File: config.mk
export PLATFORM = sky130hd
export DESIGN_NAME = alu_arbiter
export DESIGN_NICKNAME = d
export VERILOG_FILES = /design/src/rtl/alu_arbiter.sv
export SDC_FILE = /design/constraint.sdc
export NUM_CORES = 1
export LEC_CHECK = 0
export BUFFER_PORTS_ARGS = -buffer_cell sky130_fd_sc_hd__buf_4
export CORE_MARGIN = 3
export CORE_UTILIZATION = 39
export CTS_BUF_LIST = sky130_fd_sc_hd__clkbuf_16
export CTS_CLUSTER_SIZE = 25
export DETAILED_ROUTE_END_ITERATION = 16
export PLACE_DENSITY = 0.75
export REMOVE_ABC_BUFFERS = 1
export SLEW_MARGIN = 20
export SYNTH_ARGS = -nofsm -noshare
export SYNTH_HDL_FRONTEND = slang
export SYNTH_SLANG_ARGS = --single-unit
File: constraint.sdc
create_clock -name clk -period 1.5 [get_ports clk]
set_clock_uncertainty 0.2 [all_clocks]
set_input_delay 0.15 -clock clk [delete_from_list [all_inputs] [get_ports clk]]
set_output_delay 0.15 -clock clk [all_outputs]
set_load 0.01 [all_outputs]
File: src/rtl/alu_arbiter.sv
// Two-requester front end for a registered ALU: arbitrates, issues one operation
// at a time, captures the ALU result and holds the response until accepted.
module alu_arbiter #(
   parameter bit FIXED_PRI = 1'b0
) (
   input  logic       clk,
   input  logic       rst,
   input  logic [1:0] req_valid,
   output logic [1:0] req_ready,
   input  logic [3:0] req_a0,
   input  logic [3:0] req_b0,
   input  logic [3:0] req_a1,
   input  logic [3:0] req_b1,
   input  logic [2:0] req_op0,
   input  logic [2:0] req_op1,
   output logic [3:0] alu_a,
   output logic [3:0] alu_b,
   output logic [2:0] alu_opn,
   output logic       alu_rst,
   input  logic [3:0] alu_out0,
   input  logic [3:0] alu_out1,
   input  logic [3:0] alu_status,
   output logic       resp_valid,
   input  logic       resp_ready,
   output logic       resp_id,
   output logic [3:0] resp_lo,
   output logic [3:0] resp_hi,
   output logic       resp_flag,
   output logic       resp_err
);

   localparam logic [2:0] OP_ADD = 3'b000;
   localparam logic [2:0] OP_SUB = 3'b001;
   localparam logic [2:0] OP_MUL = 3'b010;
   localparam logic [2:0] OP_LT  = 3'b110;
   localparam logic [2:0] OP_ILL = 3'b111;

   typedef enum logic [1:0] {IDLE, EXEC, CAPT, RESP} state_t;

   state_t     state, state_nxt;
   logic       rr_ptr;   // 0 favours requester 0 on contention
   logic [3:0] a_q, b_q;
   logic [2:0] op_q;
   logic [1:0] gnt;
   logic       gnt_id;
   logic [3:0] gnt_a, gnt_b;
   logic [2:0] gnt_op;
   logic       take;
   logic       status_unused;

   assign status_unused = ^{alu_status[3], alu_status[0]};

   always_comb begin
      gnt = 2'b00;
      if (req_valid == 2'b01)      gnt = 2'b01;
      else if (req_valid == 2'b10) gnt = 2'b10;
      else if (req_valid == 2'b11) gnt = (FIXED_PRI || !rr_ptr) ? 2'b01 : 2'b10;
   end

   assign gnt_id = gnt[1];
   assign gnt_a  = gnt_id ? req_a1  : req_a0;
   assign gnt_b  = gnt_id ? req_b1  : req_b0;
   assign gnt_op = gnt_id ? req_op1 : req_op0;
   assign take   = (state == IDLE) && (req_valid != 2'b00);

   always_comb begin
      state_nxt = state;
      req_ready = 2'b00;
      case (state)
         IDLE: if (take) begin
            req_ready = gnt;
            state_nxt = (gnt_op == OP_ILL) ? RESP : EXEC;
         end
         EXEC: state_nxt = CAPT;
         CAPT: state_nxt = RESP;
         RESP: if (resp_ready) state_nxt = IDLE;
         default: state_nxt = IDLE;
      endcase
   end

   always_ff @(posedge clk) begin
      if (!rst) begin
         state     <= IDLE;
         rr_ptr    <= 1'b0;
         a_q       <= '0;
         b_q       <= '0;
         op_q      <= '0;
         resp_id   <= 1'b0;
         resp_lo   <= '0;
         resp_hi   <= '0;
         resp_flag <= 1'b0;
         resp_err  <= 1'b0;
      end else begin
         state <= state_nxt;
         if (take) begin
            resp_id <= gnt_id;
            rr_ptr  <= ~gnt_id;
            a_q     <= gnt_a;
            b_q     <= gnt_b;
            // Illegal opcodes bypass the ALU, so its opcode register is left alone.
            if (gnt_op == OP_ILL) begin
               resp_err  <= 1'b1;
               resp_lo   <= '0;
               resp_hi   <= '0;
               resp_flag <= 1'b0;
            end else begin
               op_q <= gnt_op;
            end
         end
         if (state == CAPT) begin
            resp_lo   <= alu_out0;
            resp_hi   <= (op_q == OP_MUL) ? alu_out1 : 4'd0;
            resp_flag <= (op_q == OP_ADD || op_q == OP_SUB) ? alu_status[1] :
                         (op_q == OP_LT) ? alu_status[2] : 1'b0;
            resp_err  <= 1'b0;
         end
      end
   end

   assign alu_a      = a_q;
   assign alu_b      = b_q;
   assign alu_opn    = op_q;
   assign alu_rst    = ~rst;
   assign resp_valid = (state == RESP);

endmodule

* Word level (Yosys, flattened, before mapping)
Index checks and enable logic that the tools add are counted.
Word-level totals: output and inout bits 26, logic and storage cells 60, bits in registers 25
Operators by class: eq/ne operators 12, reduce and logical (&&, ||, !) cells 12, mux-type cells 23, bitwise gates (word level) 3
Operators with widths (number):
- two-way mux 4 bit | 7
- two-way mux 2 bit | 9
- == test 2 bit (second input constant) | 4
- one-hot mux 2 bit (4 select lines) | 1
- AND reduction 2 bit | 4
- == test 3 bit (second input constant) | 2
- nonzero test 2 bit | 3
- two-way mux 1 bit | 5
- == test 2 x 1 -> 1 bit (second input constant) | 2
- == test 3 x 1 -> 1 bit (second input constant) | 1
- == test 3 x 2 -> 1 bit (second input constant) | 1
- logical NOT 3 bit | 1
- two-way mux 3 bit | 1
- NOT 1 bit | 3
- logical NOT 2 bit | 1
- != test 2 x 1 -> 1 bit (second input constant) | 1
- != test 2 bit (second input constant) | 1
- OR reduction 2 bit | 1
- logical AND 1 bit | 1
- logical OR 1 bit | 1

* Depth between registers and ports, before layout
depth after elaboration 9, mapped depth 7, mapped depth without buffers 6

* Least setup slack after synthesis
OpenSTA, ideal clock, no wires.
path type flip-flop to flip-flop, from register state[0], to register a_q[0] (netlist: alu_a[0]), clock period less this slack 1.667 ns, library setup time 0.132 ns, path slack -0.167 ns, arrival 1.335 ns, stages on the path, launching flop included 8, path through dfxtp_1 inv_1 ha_1 buf_2 and3_1 buf_2 a222oi_1 nor2_1
On the way: word-level cells in the longest chain between the ends 2
Ends and longest elaborated chain:
- start: declaration | line 40 | state_t state, state_nxt;
- start signal: assignment | line 94 | state <= state_nxt;
- logical NOT 2 bit | line 64 | assign take = (state == IDLE) && (req_valid != 2'b00);
- logical AND 1 bit | line 64
- end signal: assignment | line 98 | a_q <= gnt_a;
- end: declaration | line 42 | logic [3:0] a_q, b_q;
No other way between the ends. A chain may end at the register's enable or synchronous reset.

* Worst setup path in the final report
from register state[1], to output port req_ready[0]
On the way: word-level cells in the longest chain between the ends 4
Ends and longest elaborated chain:
- logical NOT 2 bit * | line 64, 69
- logical AND 1 bit | line 64
- two-way mux 2 bit | line 70 | IDLE: if (take) begin
- two-way mux 2 bit * | line 69 | case (state)
- end: declaration | line 9 | output logic [1:0] req_ready,
Mark *: on every way between the ends. The rest lies on a longest branch, timed or not.

==> impl_metrics.csv <==
group,metric,value,unit
sta,relSlewSlack,60.6,%
finish,instances_no_fill,263,
logic_synthesis,synth_area_per_cell,9.02,sq um
finish,layout_commonest_cell,"buf_4",
global_routing,antenna_found_initial,0,
worst_setup_path,path_cells,"inv_4 -> ha_4 -> nand2_4 -> a21oi_4 -> buf_6",
logic_synthesis,netlist_area,0.00116,sq mm
finish,diodes,0,
place,portBuffers,62,
worst_setup_path,crit_required,1150,ps
cts,cts_tree,"done",
sta,tightestPinTransition,591,ps
pwr,p_leak,0.00107,uW
drt,drc,0,
floorplanning,rows,19,
worst_setup_path,crit_path_top_delay_cell,"dfxtp_4",
global_routing,gr-total-overflow,0,
outcome,outcome,"finished, violations left",
logic_synthesis,ys_ff_latch,25,
pwr,p_per_area,1260,mW/mm^2
worst_setup_path,critPathMaxFanout,6,
drt,dr.pass1.iters,4,
worst_setup_path,cp_data_arrival_time,1340,ps
floorplanning,dieHeight,60.6,microns
global_routing,grt_pass1_vias,1476,
place,dp_hpwl,2600,microns
global_routing,grt_pass1_wl,6630,microns
floorplanning,die_x,60.6,microns
floorplanning,die_area,0.00367,sq mm
cts,cts_made_buffers,3,
cts,clkLatencyLatePin,260,ps
logic_synthesis,ys_seq_area_share,43.0,%
drt,routed_wl,5130,microns
cts,cts_buffer_depth,2,
worst_setup_path,cp_num_buf_inv,2,
global_routing,grt_max_degree,16,
logic_synthesis,synth_edf_count,0,
sta,setup_viol,22,
finish,drive_gt1_share,59.5,%
worst_setup_path,worst_setup_path_start_kind,"flop",
place,place_inst,225,
sta,fin_ws,-185,ps
sta,finalMaxSlewViolations,0,
drt,vias,1508,
global_routing,grtUsageTotal,24.2,%
finish,final_util,86.6,%
worst_setup_path,cp-end-kind,"output port",
logic_synthesis,synth_async_sr_flop_share,0,%
worst_setup_path,cpPeakStageDelay,370,ps
place,pre_cts_ws,-228,ps
sta,rsz0062_at_grt,"true",
logic_synthesis,ys.flop_type,"dfxtp_1",
finish,area_growth,109,%
sta,timing.final.crit_period,1690,ps
min_path,hp-class,"in -> reg",
drt,ant_nets,0,
floorplanning,pin_count,65,
cts,cts_htree_levels,1,
cts,clock-sinks,25,
drt,viasPerCell,5.73,
finish,nets,275,
job,cap_violations,0,
floorplanning,initial_core_util,41.5,%
cts,cts_root_buffer,"clkbuf_16",
logic_synthesis,ys_top_cells_by_area,"dfxtp_1 43%, a222oi_1 5.2%, mux2i_1 4.3%, nor2_1 3.5%, ha_1 3.2%",
logic_synthesis,netlist_instances,129,
drt,wl_per_cell,19.5,microns
worst_setup_path,crit_family,"flip-flops",
logic_synthesis,ys.warnings.count,0,
sta,max_freq,593,MHz
place,place_congestion,0.781,
logic_synthesis,yosysTopAreaCell,"dfxtp_1",
pwr,peakVddDrop,800,uV
sta,finalCritPeriodShare,112,%
floorplanning,core_area,0.00281,sq mm
sta,hold_violations,0,
worst_setup_path,crit_type,"reg -> out",
drt,drt_iter0_drc,66,
outcome,violations,"negative setup slack",
logic_synthesis,synth_cell_types,33,
logic_synthesis,yosys.area.top_type_share,43.0,%
cts,clkSlewWorstSetupHoldPaths,70,ps
finish,mostFrequentLayoutCells,"74 x buf_4, 22 x dfxtp_1, 18 x dlygate4sd3_1",
[power breakdown]
part           switching [uW]  total, uW  internal [uW]
registers                 138        937            798
logic                     686       1510            822
clock network             246        606            360
total                    1070       3050           1980
[routing by layer]
metal	up-vias	global-route usage (%)	wire (microns)	share of wire [%]
li1	687	-	-	-
met1	711	27.6	1870	36
met2	85	42.6	2700	53
met3	25	5.96	328	6.4
met4	0	10.5	235	4.6
met5	-	0	0	0
[cell usage after synthesis (2+ instances only)]
cell type	count
ha_1	3
a31oi_1	3
buf_2	4
a211oi_1	3
inv_1	6
a222oi_1	6
a21oi_1	6
nor3_1	2
nor2_1	11
a21oi_2	2
and3_1	2
nand2b_1	3
nand2_1	7
nand3b_1	5
o21ai_0	6
o21bai_1	4
o31ai_1	5
clkbuf_1	3
mux2i_1	5
dfxtp_1	25
nand3_1	6
[cells by family after synthesis]
family                   after synthesis  share of synthesized area (%)
flip-flops                            25                           43.0
AND/OR/NAND/NOR                       42                           19.5
multiplexers                           5                           4.30
buffers and inverters                 14                           4.95
AO/OA/AOI/OAI                         40                           25.1
adder cells (fa/ha/maj)                3                           3.23
[path summary, 6_finish.rpt]
path | cells after the start | from | endpoint | slack [ps]
max | 5 | state[1] | req_ready[0] | -190
max reg2reg | 5 | state[1] | state[1] | -160
min reg2reg | 2 | resp_hi[3] | resp_hi[3] | 290
min | 3 | alu_status[1] | resp_flag | 30
[timing repair]
action,4_1_cts,5_1_grt
endpoints found under the hold margin,11,0
resized for setup,29,51
pin swaps,9,25
endpoints found under the setup margin,25,27
setup buffers,7,9
hold buffers,18,0
cloned,0,0
[flip-flops by register name (all words and copies together), names as in the netlist]
signal and count:
alu_b 4, resp_id 1, state 2, alu_opn 3, resp_err 1, resp_lo 4, alu_a 4, resp_flag 1
resp_hi 4, rr_ptr 1
[cell type report]
class,count,area [sq um]
Timing Repair Buffer,106,897
Clock inverter,1,5.00
Inverter,7,31.3
Multi-Input combinational cell,90,872
Sequential cell,25,509
Tap cell,31,38.8
Fill cell,127,377
Clock buffer,3,75.1
[worst min-delay path, stage by stage]
cell and delay (ps):
buf_4 70, a21oi_1 60, o221ai_1 170
[stage by stage]
step	setup TNS, ps	total power (uW)	hold slack (ps)	instance area [sq um]
2_1_floorplan	-1770	1320	58.5	1130
6_report	-1810	3050	28.0	2430
3_5_place_dp	-2880	1780	161	1710
4_1_cts	-1210	2590	19.9	2120
3_3_place_gp	-1250	1730	148	1710
5_1_grt	-3150	3180	51.4	2430
Note: power is estimated with default switching activity, not from simulation.
